==> config.mk <==
export PLATFORM = sky130hd
export DESIGN_NAME = super_shift_register
export DESIGN_NICKNAME = d
export VERILOG_FILES = /design/src/rtl/super_shift_register.sv
export SDC_FILE = /design/constraint.sdc
export NUM_CORES = 1
export LEC_CHECK = 0
export BUFFER_PORTS_ARGS = -buffer_cell sky130_fd_sc_hd__clkbuf_2
export CAP_MARGIN = 20
export CORE_UTILIZATION = 50
export CTS_BUF_LIST = sky130_fd_sc_hd__clkbuf_4 sky130_fd_sc_hd__clkbuf_8
export DETAILED_ROUTE_END_ITERATION = 6
export PLACE_DENSITY = 0.8
export SKIP_LAST_GASP = 1
export SYNTH_ARGS = -nofsm -noshare
export SYNTH_HDL_FRONTEND = slang
export SYNTH_SLANG_ARGS = --single-unit
==> constraint.sdc <==
create_clock -name clk -period 1.62 [get_ports clk]
set_input_delay 0.243 -clock clk [delete_from_list [all_inputs] [get_ports clk]]
set_output_delay 0.243 -clock clk [all_outputs]
set_load 0.005 [all_outputs]
==> src/rtl/super_shift_register.sv <==
// Multi-mode shift register with single-step and counted burst operation.
// A burst latches its mode and count, then steps on each enabled edge until the count expires.
module super_shift_register #(
  parameter int unsigned WIDTH = 8,
  parameter int unsigned AMT_W = 4
) (
  input  logic             clk,
  input  logic             rst,
  input  logic             en,
  input  logic [2:0]       mode,
  input  logic [WIDTH-1:0] d,
  input  logic             sin_r,
  input  logic             sin_l,
  input  logic             start,
  input  logic [AMT_W-1:0] amt,
  output logic [WIDTH-1:0] q,
  output logic             sout_r,
  output logic             sout_l,
  output logic             busy,
  output logic             done,
  output logic             zero,
  output logic             carry
);

  localparam logic [2:0] MODE_HOLD = 3'b000;
  localparam logic [2:0] MODE_SHR  = 3'b001;
  localparam logic [2:0] MODE_SHL  = 3'b010;
  localparam logic [2:0] MODE_ROR  = 3'b011;
  localparam logic [2:0] MODE_ROL  = 3'b100;
  localparam logic [2:0] MODE_LOAD = 3'b101;
  localparam logic [2:0] MODE_INC  = 3'b110;
  localparam logic [2:0] MODE_CLR  = 3'b111;

  localparam logic [0:0] IDLE = 1'b0;
  localparam logic [0:0] RUN  = 1'b1;

  logic [0:0]       state_q, state_d;
  logic [2:0]       mode_q, mode_d;
  logic [AMT_W-1:0] cnt_q, cnt_d;
  logic [WIDTH-1:0] q_q, q_d;
  logic             carry_q, carry_d;
  logic             done_q, done_d;

  logic [2:0]       op_mode;
  logic             op_en;
  logic             burstable;
  logic [WIDTH-1:0] op_q;
  logic             op_carry;

  always_comb begin
    state_d = state_q;
    mode_d  = mode_q;
    cnt_d   = cnt_q;
    done_d  = 1'b0;
    op_mode = mode;
    op_en   = 1'b0;

    burstable = (mode == MODE_SHR) || (mode == MODE_SHL) || (mode == MODE_ROR) ||
                (mode == MODE_ROL) || (mode == MODE_INC);

    if (state_q == IDLE) begin
      if (start) begin
        // A zero count is a pure no-op; non-repeatable modes execute once immediately.
        if (amt == '0) begin
          done_d = 1'b1;
        end else if (burstable) begin
          mode_d  = mode;
          cnt_d   = amt;
          state_d = RUN;
        end else begin
          op_en  = 1'b1;
          done_d = 1'b1;
        end
      end else begin
        op_en = en;
      end
    end else begin
      op_mode = mode_q;
      if (en) begin
        op_en = 1'b1;
        cnt_d = cnt_q - AMT_W'(1);
        if (cnt_q == AMT_W'(1)) begin
          state_d = IDLE;
          done_d  = 1'b1;
        end
      end
    end

    op_q     = q_q;
    op_carry = carry_q;
    case (op_mode)
      MODE_HOLD: op_q = q_q;
      MODE_SHR:  op_q = {sin_r, q_q[WIDTH-1:1]};
      MODE_SHL:  op_q = {q_q[WIDTH-2:0], sin_l};
      MODE_ROR:  op_q = {q_q[0], q_q[WIDTH-1:1]};
      MODE_ROL:  op_q = {q_q[WIDTH-2:0], q_q[WIDTH-1]};
      MODE_LOAD: op_q = d;
      MODE_INC: begin
        op_q     = q_q + WIDTH'(1);
        op_carry = &q_q;
      end
      MODE_CLR: begin
        op_q     = '0;
        op_carry = 1'b0;
      end
      default:   op_q = q_q;
    endcase

    q_d     = op_en ? op_q : q_q;
    carry_d = op_en ? op_carry : carry_q;
  end

  always_ff @(posedge clk) begin
    if (rst) begin
      state_q <= IDLE;
      mode_q  <= MODE_HOLD;
      cnt_q   <= '0;
      q_q     <= '0;
      carry_q <= 1'b0;
      done_q  <= 1'b0;
    end else begin
      state_q <= state_d;
      mode_q  <= mode_d;
      cnt_q   <= cnt_d;
      q_q     <= q_d;
      carry_q <= carry_d;
      done_q  <= done_d;
    end
  end

  assign q      = q_q;
  assign sout_r = q_q[0];
  assign sout_l = q_q[WIDTH-1];
  assign busy   = (state_q == RUN);
  assign done   = done_q;
  assign zero   = (q_q == '0);
  assign carry  = carry_q;

endmodule

==> results.sh, run 1 <==
export IMPL_setup_worst_path_class="flip-flop to output port"
export IMPL_start_util_pct=52.7
export IMPL_ioPinCount=35
export IMPL_finalWirelength_um=5320
export IMPL_io_buffers=34
export IMPL_skew_ps=3.31
export IMPL_gr_total_overflow=0
export IMPL_dp_cells=258
export IMPL_synth_edff_count=0
export IMPL_power_leakage_nw=0.958
export IMPL_setup_viol=10
export IMPL_p_total_w=0.00164
export IMPL_postSynth_asyncResetShare_pct=0
export IMPL_tritoncts="yes"
export IMPL_numCtsBuffers=3
export IMPL_die_area_um2=3120
export IMPL_drive_above_1_share_pct=53.7
export IMPL_maxSlewViolCount=0
export IMPL_relSlewSlack_pct=65.8
export IMPL_rsz0062_at_grt="yes"
export IMPL_final_cell_mix="45 x buf_4, 33 x clkbuf_2, 15 x dfxtp_1, 14 x a21oi_1, 13 x nor2_1"
export IMPL_drt_iter0_markers=115
export IMPL_ant_nets=0
export IMPL_track_usage_pct=30.8
export IMPL_place_gp_congestion=0.893
export IMPL_synthSimpleGateAreaFrac_pct=18.9
export IMPL_setup_tns_final_ps=-897
export IMPL_firstDrtPassIters=6
export IMPL_ys_seq_area_share_pct=24.8
export IMPL_clock_sinks=18
export IMPL_cts_max_level=1
export IMPL_critPathRequiredTime_ps=1380
export IMPL_max_stage_delay_ps=470
export IMPL_max_freq_ghz=0.529
export IMPL_syn_area_um2=1450
export IMPL_min_path_type="primary input to flip-flop"
export IMPL_wl_per_cell_um=19.4
export IMPL_synth_ff_type="dfxtp_1"
export IMPL_fp_dieH_um=55.9
export IMPL_synth_area_leaders="dfxtp_1 25%, a21oi_1 5.2%, ha_1 3.4%"
export IMPL_tightest_slew_ps=508
export IMPL_power_density_nw_per_um2=728
export IMPL_yosys_area_share_adder_pct=3.45
export IMPL_fill_cells=159
export IMPL_holdWs_ps=281
export IMPL_synth_warnings=0
export IMPL_drc_errors=0
export IMPL_finalNonFillerCells=275
export IMPL_vias_per_cell=6.43
export IMPL_nNetsFinal=270
export IMPL_yosysTopAreaCell="dfxtp_1"
export IMPL_clk_latency_ps=310
export IMPL_synth_cells=165
export IMPL_worstPathCellList="inv_4, ha_4, or4b_4, nor4_4, buf_2"
export IMPL_synth_mux_area_share_pct=9.65
export IMPL_period_share_pct=117
export IMPL_synth_xor_area_share_pct=2.41
export IMPL_hold_violations=0
export IMPL_grt_pass1_vias=1678
export IMPL_outcome="finished, violations left"
export IMPL_synth_top_family_by_area="compound AO/OA/AOI/OAI gates"
export IMPL_setup_ws_ps=-271
export IMPL_cts_root_buffer="clkbuf_4"
export IMPL_seq_area_um2=369
export IMPL_multi_input_area_um2=1160
export IMPL_cts_buffer_depth=2
export IMPL_synth_top_cell_area_share_pct=24.8
export IMPL_fin_crit_ps=1890
export IMPL_synth_compound_area_share_pct=33.4
export IMPL_dr_total_vias=1768
export IMPL_dp_hpwl_um=3090
export IMPL_layout_commonest_cell="buf_4"
export IMPL_drv_cap=0
export IMPL_cp_start_kind="flip-flop"
export IMPL_diodes=0
export IMPL_syn_num_nets=190
export IMPL_ir_drop_mv=0.629
export IMPL_antenna_found_initial=0
export IMPL_coreArea_um2=2760
export IMPL_critical_path_peak_fanout=2
export IMPL_grt_pass1_wl_um=7640
export IMPL_cts_clk_slew_worst_paths_ps=110
export IMPL_slowest_stage="or4b_4"
export IMPL_ys_types=59
export IMPL_grt_max_degree=15
export IMPL_num_rows=19
export IMPL_arrival_ps=1650
export IMPL_ys_ff_latch=18
export IMPL_synth_area_per_cell_um2=8.80
export IMPL_violations="negative setup slack"
export IMPL_die_x_um=55.9
export IMPL_worstSetupEndpointType="output port"
export IMPL_areaGrowthSynthToFinish_pct=54.8
power by group:
group | internal, W | switching (W)
registers | 0.000484 | 0.0000550
logic | 0.000415 | 0.000406
clock network | 0.000113 | 0.000163
synthesized netlist by cell type (2+ instances only):
library cell  number
o2bb2ai_1          2
o2111ai_1          2
ha_1               4
xnor2_1            2
inv_1              7
a22oi_1            3
nand2_1           11
or4_1              3
clkbuf_1           3
o21ai_1            2
a22o_1             3
dfxtp_1           18
mux2_4             2
nand3_1            4
nor2_1            13
a21oi_1           15
xor2_1             2
buf_4              3
mux2i_4            2
nor4_1             2
o211ai_1           5
a21oi_2            2
nor3_1             3
a32o_1             2
a222oi_1           2
buf_2              4
o21ai_0            7
a221oi_1           3
mux2i_1            4
cell families (layout without fill, tap and decap cells):
| logic type | Yosys count | count (layout) |
|---|---|---|
| AND/OR/NAND/NOR | 48 | 48 |
| XOR/XNOR | 4 | 4 |
| buffers and inverters | 19 | 98 |
| flip-flops | 18 | 18 |
| adder cells (fa/ha/maj) | 4 | 4 |
| multiplexers | 10 | 10 |
| AO/OA/AOI/OAI | 62 | 62 |
path summary, 6_finish.rpt:
path              startpoint     to  slack (ps)  depth (start not counted)
setup reg to reg        q[0]   q[2]        -220                          8
hold reg to reg        carry  carry         540                          2
setup / recovery        q[0]   zero        -270                          5
hold / removal         sin_r   q[7]         280                          3
worst max-delay path: cells and delay by family (launching register included):
kind          cells  cell delay [ps]
buf+inv           2              220
flops             1              370
simple gates      2              610
fa+ha+maj         1              130
cell type report:
type                    count  share of cell area (%)
flip-flops and latches     18                    16.4
multi-input cells         128                    51.5
inverters                   7                    1.28
repair buffers             87                    27.8
well taps                  31                    1.73
clock buffers               4                    1.34
state kept, by name, summed over array words and instances, names as in the netlist:
register / cells
cnt_q: 4
mode_q: 3
q: 8
busy: 1
done: 1
carry: 1
per-layer routing:
| metal | vias up | GRT usage (%) | part of all wire (%) |
|---|---|---|---|
| met5 | - | 0 | 0 |
| met4 | 0 | 10.8 | 3.9 |
| met3 | 25 | 4.19 | 6.4 |
| met2 | 106 | 54.0 | 49 |
| met1 | 841 | 38.7 | 41 |
| li1 | 796 | - | - |
through the flow:
step	util [%]	cell area, µm²	setup slack (ps)
floorplan	-	1470	8.67
global placement	69.4	1910	-131
detailed placement	69.4	1910	-199
CTS	76.8	2120	-263
global route	81.5	2250	-317
finish	81.5	2250	-271
timing repair:
item,4_1_cts,5_1_grt
gates resized for setup,23,17
pin swaps,14,14
setup buffers,10,5
setup endpoints to repair,17,12
hold buffers,0,0
Note: power is estimated with default switching activity, not from simulation.
==> run 2: changes to the inputs <==
TNS_END_PERCENT = 1   (was default)
==> results.sh, run 2 (synthesis gave the netlist of run 1 again) <==
export IMPL_grt_pass1_vias=1569
export IMPL_maxSlewViolCount=0
export IMPL_drc_errors=0
export IMPL_drv_cap=0
export IMPL_drive_above_1_share_pct=46.2
export IMPL_holdWs_ps=278
export IMPL_drt_iter0_markers=133
export IMPL_power_leakage_nw=0.873
export IMPL_clk_latency_ps=290
export IMPL_fin_crit_ps=1840
export IMPL_finalNonFillerCells=265
export IMPL_violations="negative setup slack"
export IMPL_areaGrowthSynthToFinish_pct=38.0
export IMPL_vias_per_cell=6.13
export IMPL_gr_usage_met3_pct=4.65
export IMPL_grt_pass1_wl_um=6960
export IMPL_setup_ws_ps=-223
export IMPL_ant_nets=0
export IMPL_tritoncts="yes"
export IMPL_rsz0062_at_grt="yes"
export IMPL_finalWirelength_um=4120
export IMPL_cts_clk_slew_worst_paths_ps=110
export IMPL_grt_max_degree=15
export IMPL_layout_commonest_cell="buf_4"
export IMPL_relSlewSlack_pct=65.6
export IMPL_die_area_um2=3120
export IMPL_r2r_slack_ps=-220
export IMPL_nNetsFinal=260
export IMPL_clock_sinks=18
export IMPL_final_cell_mix="42 x buf_4, 33 x clkbuf_2, 15 x a21oi_1, 15 x dfxtp_1, 13 x nor2_1"
export IMPL_largest_reg_flops=8
export IMPL_max_freq_ghz=0.543
export IMPL_hp_start="start"
export IMPL_min_path_cells=3
export IMPL_place_area_um2=1910
export IMPL_cp_start_kind="flip-flop"
export IMPL_setup_viol=17
export IMPL_min_path_type="primary input to flip-flop"
export IMPL_cts_hold_buf=0
export IMPL_cts_root_buffer="clkbuf_4"
export IMPL_reg2reg_depth=8
export IMPL_ioPinCount=35
export IMPL_dp_hpwl_um=3090
export IMPL_busiest_layer="met2"
export IMPL_antenna_found_initial=0
export IMPL_period_share_pct=114
export IMPL_cts_buffer_depth=2
export IMPL_dr_total_vias=1625
export IMPL_cts_max_level=1
export IMPL_num_rows=19
export IMPL_wl_per_cell_um=15.6
export IMPL_worstSetupEndpointType="flip-flop"
export IMPL_coreArea_um2=2760
export IMPL_tightest_slew_ps=512
export IMPL_final_area_um2=2000
export IMPL_place_gp_congestion=0.893
export IMPL_dp_cells=258
export IMPL_arrival_ps=2000
export IMPL_firstDrtPassIters=5
export IMPL_ir_drop_mv=0.546
export IMPL_fp_dieH_um=55.9
export IMPL_skew_ps=3.03
export IMPL_diodes=0
export IMPL_power_density_nw_per_um2=730
export IMPL_holdPathEnd="done"
export IMPL_setup_worst_path_class="flip-flop to flip-flop"
export IMPL_reg2reg_to="q[2]"
export IMPL_numCtsBuffers=3
export IMPL_die_x_um=55.9
export IMPL_hold_violations=0
export IMPL_start_util_pct=52.7
export IMPL_setup_tns_final_ps=-2530
export IMPL_critPathRequiredTime_ps=1770
export IMPL_io_buffers=34
export IMPL_met1_usage_pct=36.3
export IMPL_use_met2_pct=46.6
export IMPL_critical_path_peak_fanout=3
export IMPL_outcome="finished, violations left"
export IMPL_track_usage_pct=27.8
export IMPL_r2r_start="q[0]"
export IMPL_gr_total_overflow=0
-- run 2: cell type report --
class	instances	area, µm²
clock buffer	4	30.0
fill	204	753
inverter	7	28.8
multi-input combinational	128	1030
sequential	18	367
tap	31	38.8
timing repair buffer	77	505
-- run 2: what timing repair did --
action,in CTS,in global routing
setup buffers,3,0
endpoints found under the setup margin,17,19
pin swaps,1,2
resized for setup,7,3
-- run 2: worst max-delay path, stage by stage (launching register included) --
cell and delay [ps]:
dfxtp_4 370, buf_4 140, buf_4 130, ha_4 160, buf_4 130, xor2_1 130
a22o_1 200, a222oi_1 300, a21oi_1 150
-- run 2: worst max path at each step --
stage	startpoint	endpoint	slack, ps	cells after the start
after floorplan	q[1]	q[6]	9	6
after global placement	busy	q[2]	-130	5
after detailed placement	busy	q[2]	-200	5
after CTS	q[1]	zero	-260	5
after global routing	busy	q[2]	-310	6
final	q[0]	q[2]	-220	8
-- run 2: per-layer routing --
layer / vias up / wire [µm]
met5: - / 0
met4: 0 / 80
met3: 12 / 275
met2: 71 / 2000
met1: 763 / 1770
li1: 779 / -
-- run 2: through the flow --
stage	total power [W]	util [%]	setup slack [ps]
2_1_floorplan	0.000905	-	8.67
3_3_place_gp	0.00113	69.4	-131
3_5_place_dp	0.00115	69.4	-199
4_1_cts	0.00144	72.2	-263
5_1_grt	0.00155	72.7	-310
6_report	0.00146	72.7	-223
-- run 2: where the power goes --
| part | switching [W] | internal (W) |
|---|---|---|
| logic | 0.000327 | 0.000339 |
| registers | 0.0000557 | 0.000484 |
| clock network | 0.000144 | 0.000112 |
| total | 0.000527 | 0.000936 |
==> run 3: changes to the inputs <==
CORE_UTILIZATION = 55   (was 50)
PLACE_DENSITY = 0.84   (was 0.8)
clock period = 2.1 ns   (was 1.62 ns; I/O delays follow)
==> results.sh, run 3 (synthesis gave the netlist of run 1 again) <==
export IMPL_setup_worst_path_class="flip-flop to output port"
export IMPL_fp_dieH_um=53.4
export IMPL_start_util_pct=58.6
export IMPL_arrival_ps=1710
export IMPL_ir_drop_mv=0.481
export IMPL_drt_iter0_markers=81
export IMPL_largest_reg_flops=8
export IMPL_slowest_stage="or4b_4"
export IMPL_areaGrowthSynthToFinish_pct=17.2
export IMPL_grt_max_degree=15
export IMPL_critPathTopFamily="simple AND/OR/NAND/NOR gates"
export IMPL_gr_total_overflow=0
export IMPL_finalNonFillerCells=229
export IMPL_relSlewSlack_pct=66.6
export IMPL_final_cell_mix="33 x clkbuf_2, 16 x dfxtp_1, 15 x a21oi_1, 13 x nor2_1, 11 x nand2_1"
export IMPL_fin_crit_ps=2030
export IMPL_min_path_type="primary input to flip-flop"
export IMPL_cts_max_level=1
export IMPL_drive_above_1_share_pct=34.2
export IMPL_place_area_um2=1630
export IMPL_ioPinCount=35
export IMPL_rsz0062_at_grt="no"
export IMPL_worstSetupEndpointType="output port"
export IMPL_coreArea_um2=2480
export IMPL_skew_ps=3.40
export IMPL_clock_sinks=18
export IMPL_power_leakage_nw=0.698
export IMPL_power_density_nw_per_um2=619
export IMPL_dp_cells=223
export IMPL_tightest_slew_ps=501
export IMPL_vias_per_cell=6.49
export IMPL_critical_path_peak_fanout=2
export IMPL_cp_start_kind="flip-flop"
export IMPL_timing_critical_path_buf_inv=2
export IMPL_final_area_um2=1700
export IMPL_max_freq_ghz=0.494
export IMPL_setup_tns_final_ps=0
export IMPL_period_share_pct=96.4
export IMPL_grt_pass1_vias=1253
export IMPL_cts_clk_slew_worst_paths_ps=120
export IMPL_numCtsBuffers=3
export IMPL_finalWirelength_um=3810
export IMPL_dp_hpwl_um=2740
export IMPL_grt_pass1_wl_um=5950
export IMPL_io_buffers=34
export IMPL_max_stage_delay_ps=470
export IMPL_wl_per_cell_um=16.6
export IMPL_num_rows=18
export IMPL_worstPathCellList="inv_1, ha_1, or4b_4, nor4_4, buf_2"
export IMPL_hold_violations=0
export IMPL_setup_viol=0
export IMPL_ant_nets=0
export IMPL_cts_buffer_depth=2
export IMPL_nNetsFinal=225
export IMPL_r2r_slack_ps=160
export IMPL_die_area_um2=2850
export IMPL_tritoncts="yes"
export IMPL_layout_commonest_cell="clkbuf_2"
export IMPL_cts_root_buffer="clkbuf_4"
export IMPL_die_x_um=53.4
export IMPL_place_gp_congestion=0.919
export IMPL_diodes=0
export IMPL_antenna_found_initial=0
export IMPL_clk_latency_ps=300
export IMPL_dr_total_vias=1486
export IMPL_drc_errors=0
export IMPL_maxSlewViolCount=0
export IMPL_critPathRequiredTime_ps=1780
export IMPL_outcome="finished clean"
export IMPL_track_usage_pct=29.1
export IMPL_drv_cap=0
export IMPL_firstDrtPassIters=4
run 3: path summary, 6_finish.rpt:
check / startpoint / end / cells past startpoint
setup / recovery: q[1] / zero / 5
hold / removal: start / done / 3
setup reg to reg: busy / q[4] / 6
hold reg to reg: cnt_q[1] / cnt_q[1] / 2
run 3: cell type report:
cell class	instances	area, µm²
inverters	7	26.3
repair buffers	42	230
well taps	30	37.5
fillers	211	774
flip-flops and latches	18	368
multi-input cells	128	1000
clock buffers	4	36.3
run 3: what timing repair did:
item	CTS	global route
buffers inserted	2	0
resized for setup	6	2
setup endpoints to repair	1	1
hold buffers	0	0
pin swaps	1	0
run 3: power by group:
part	internal (W)	switching (W)
Combinational	0.000187	0.000220
Sequential	0.000373	0.0000484
Clock	0.000106	0.000121
Total	0.000665	0.000389
run 3: worst min-delay path: cells and delay by family:
family	cells	cell delay, ps
buf+inv	1	100
compound gates	2	180
run 3: layer usage:
layer | vias to the layer above | GRT usage, % | share of wire, %
met3 | 6 | 4.31 | 8.2
met2 | 71 | 46.3 | 48
met4 | 0 | 9.21 | 0.89
met1 | 702 | 39.5 | 43
met5 | - | 0 | 0
li1 | 707 | - | -
run 3: per-stage QoR:
stage / utilization, % / hold WS [ps] / total power (W) / worst slack [ps]
final: 68.7 / 336 / 0.00105 / 74.8
after global routing: 68.7 / 365 / 0.00111 / 10.2
after CTS: 68.4 / 335 / 0.00104 / 77.7
after detailed placement: 65.6 / 511 / 0.000800 / 104
after global placement: 65.6 / 499 / 0.000785 / 188
after floorplan: - / 411 / 0.000695 / 336
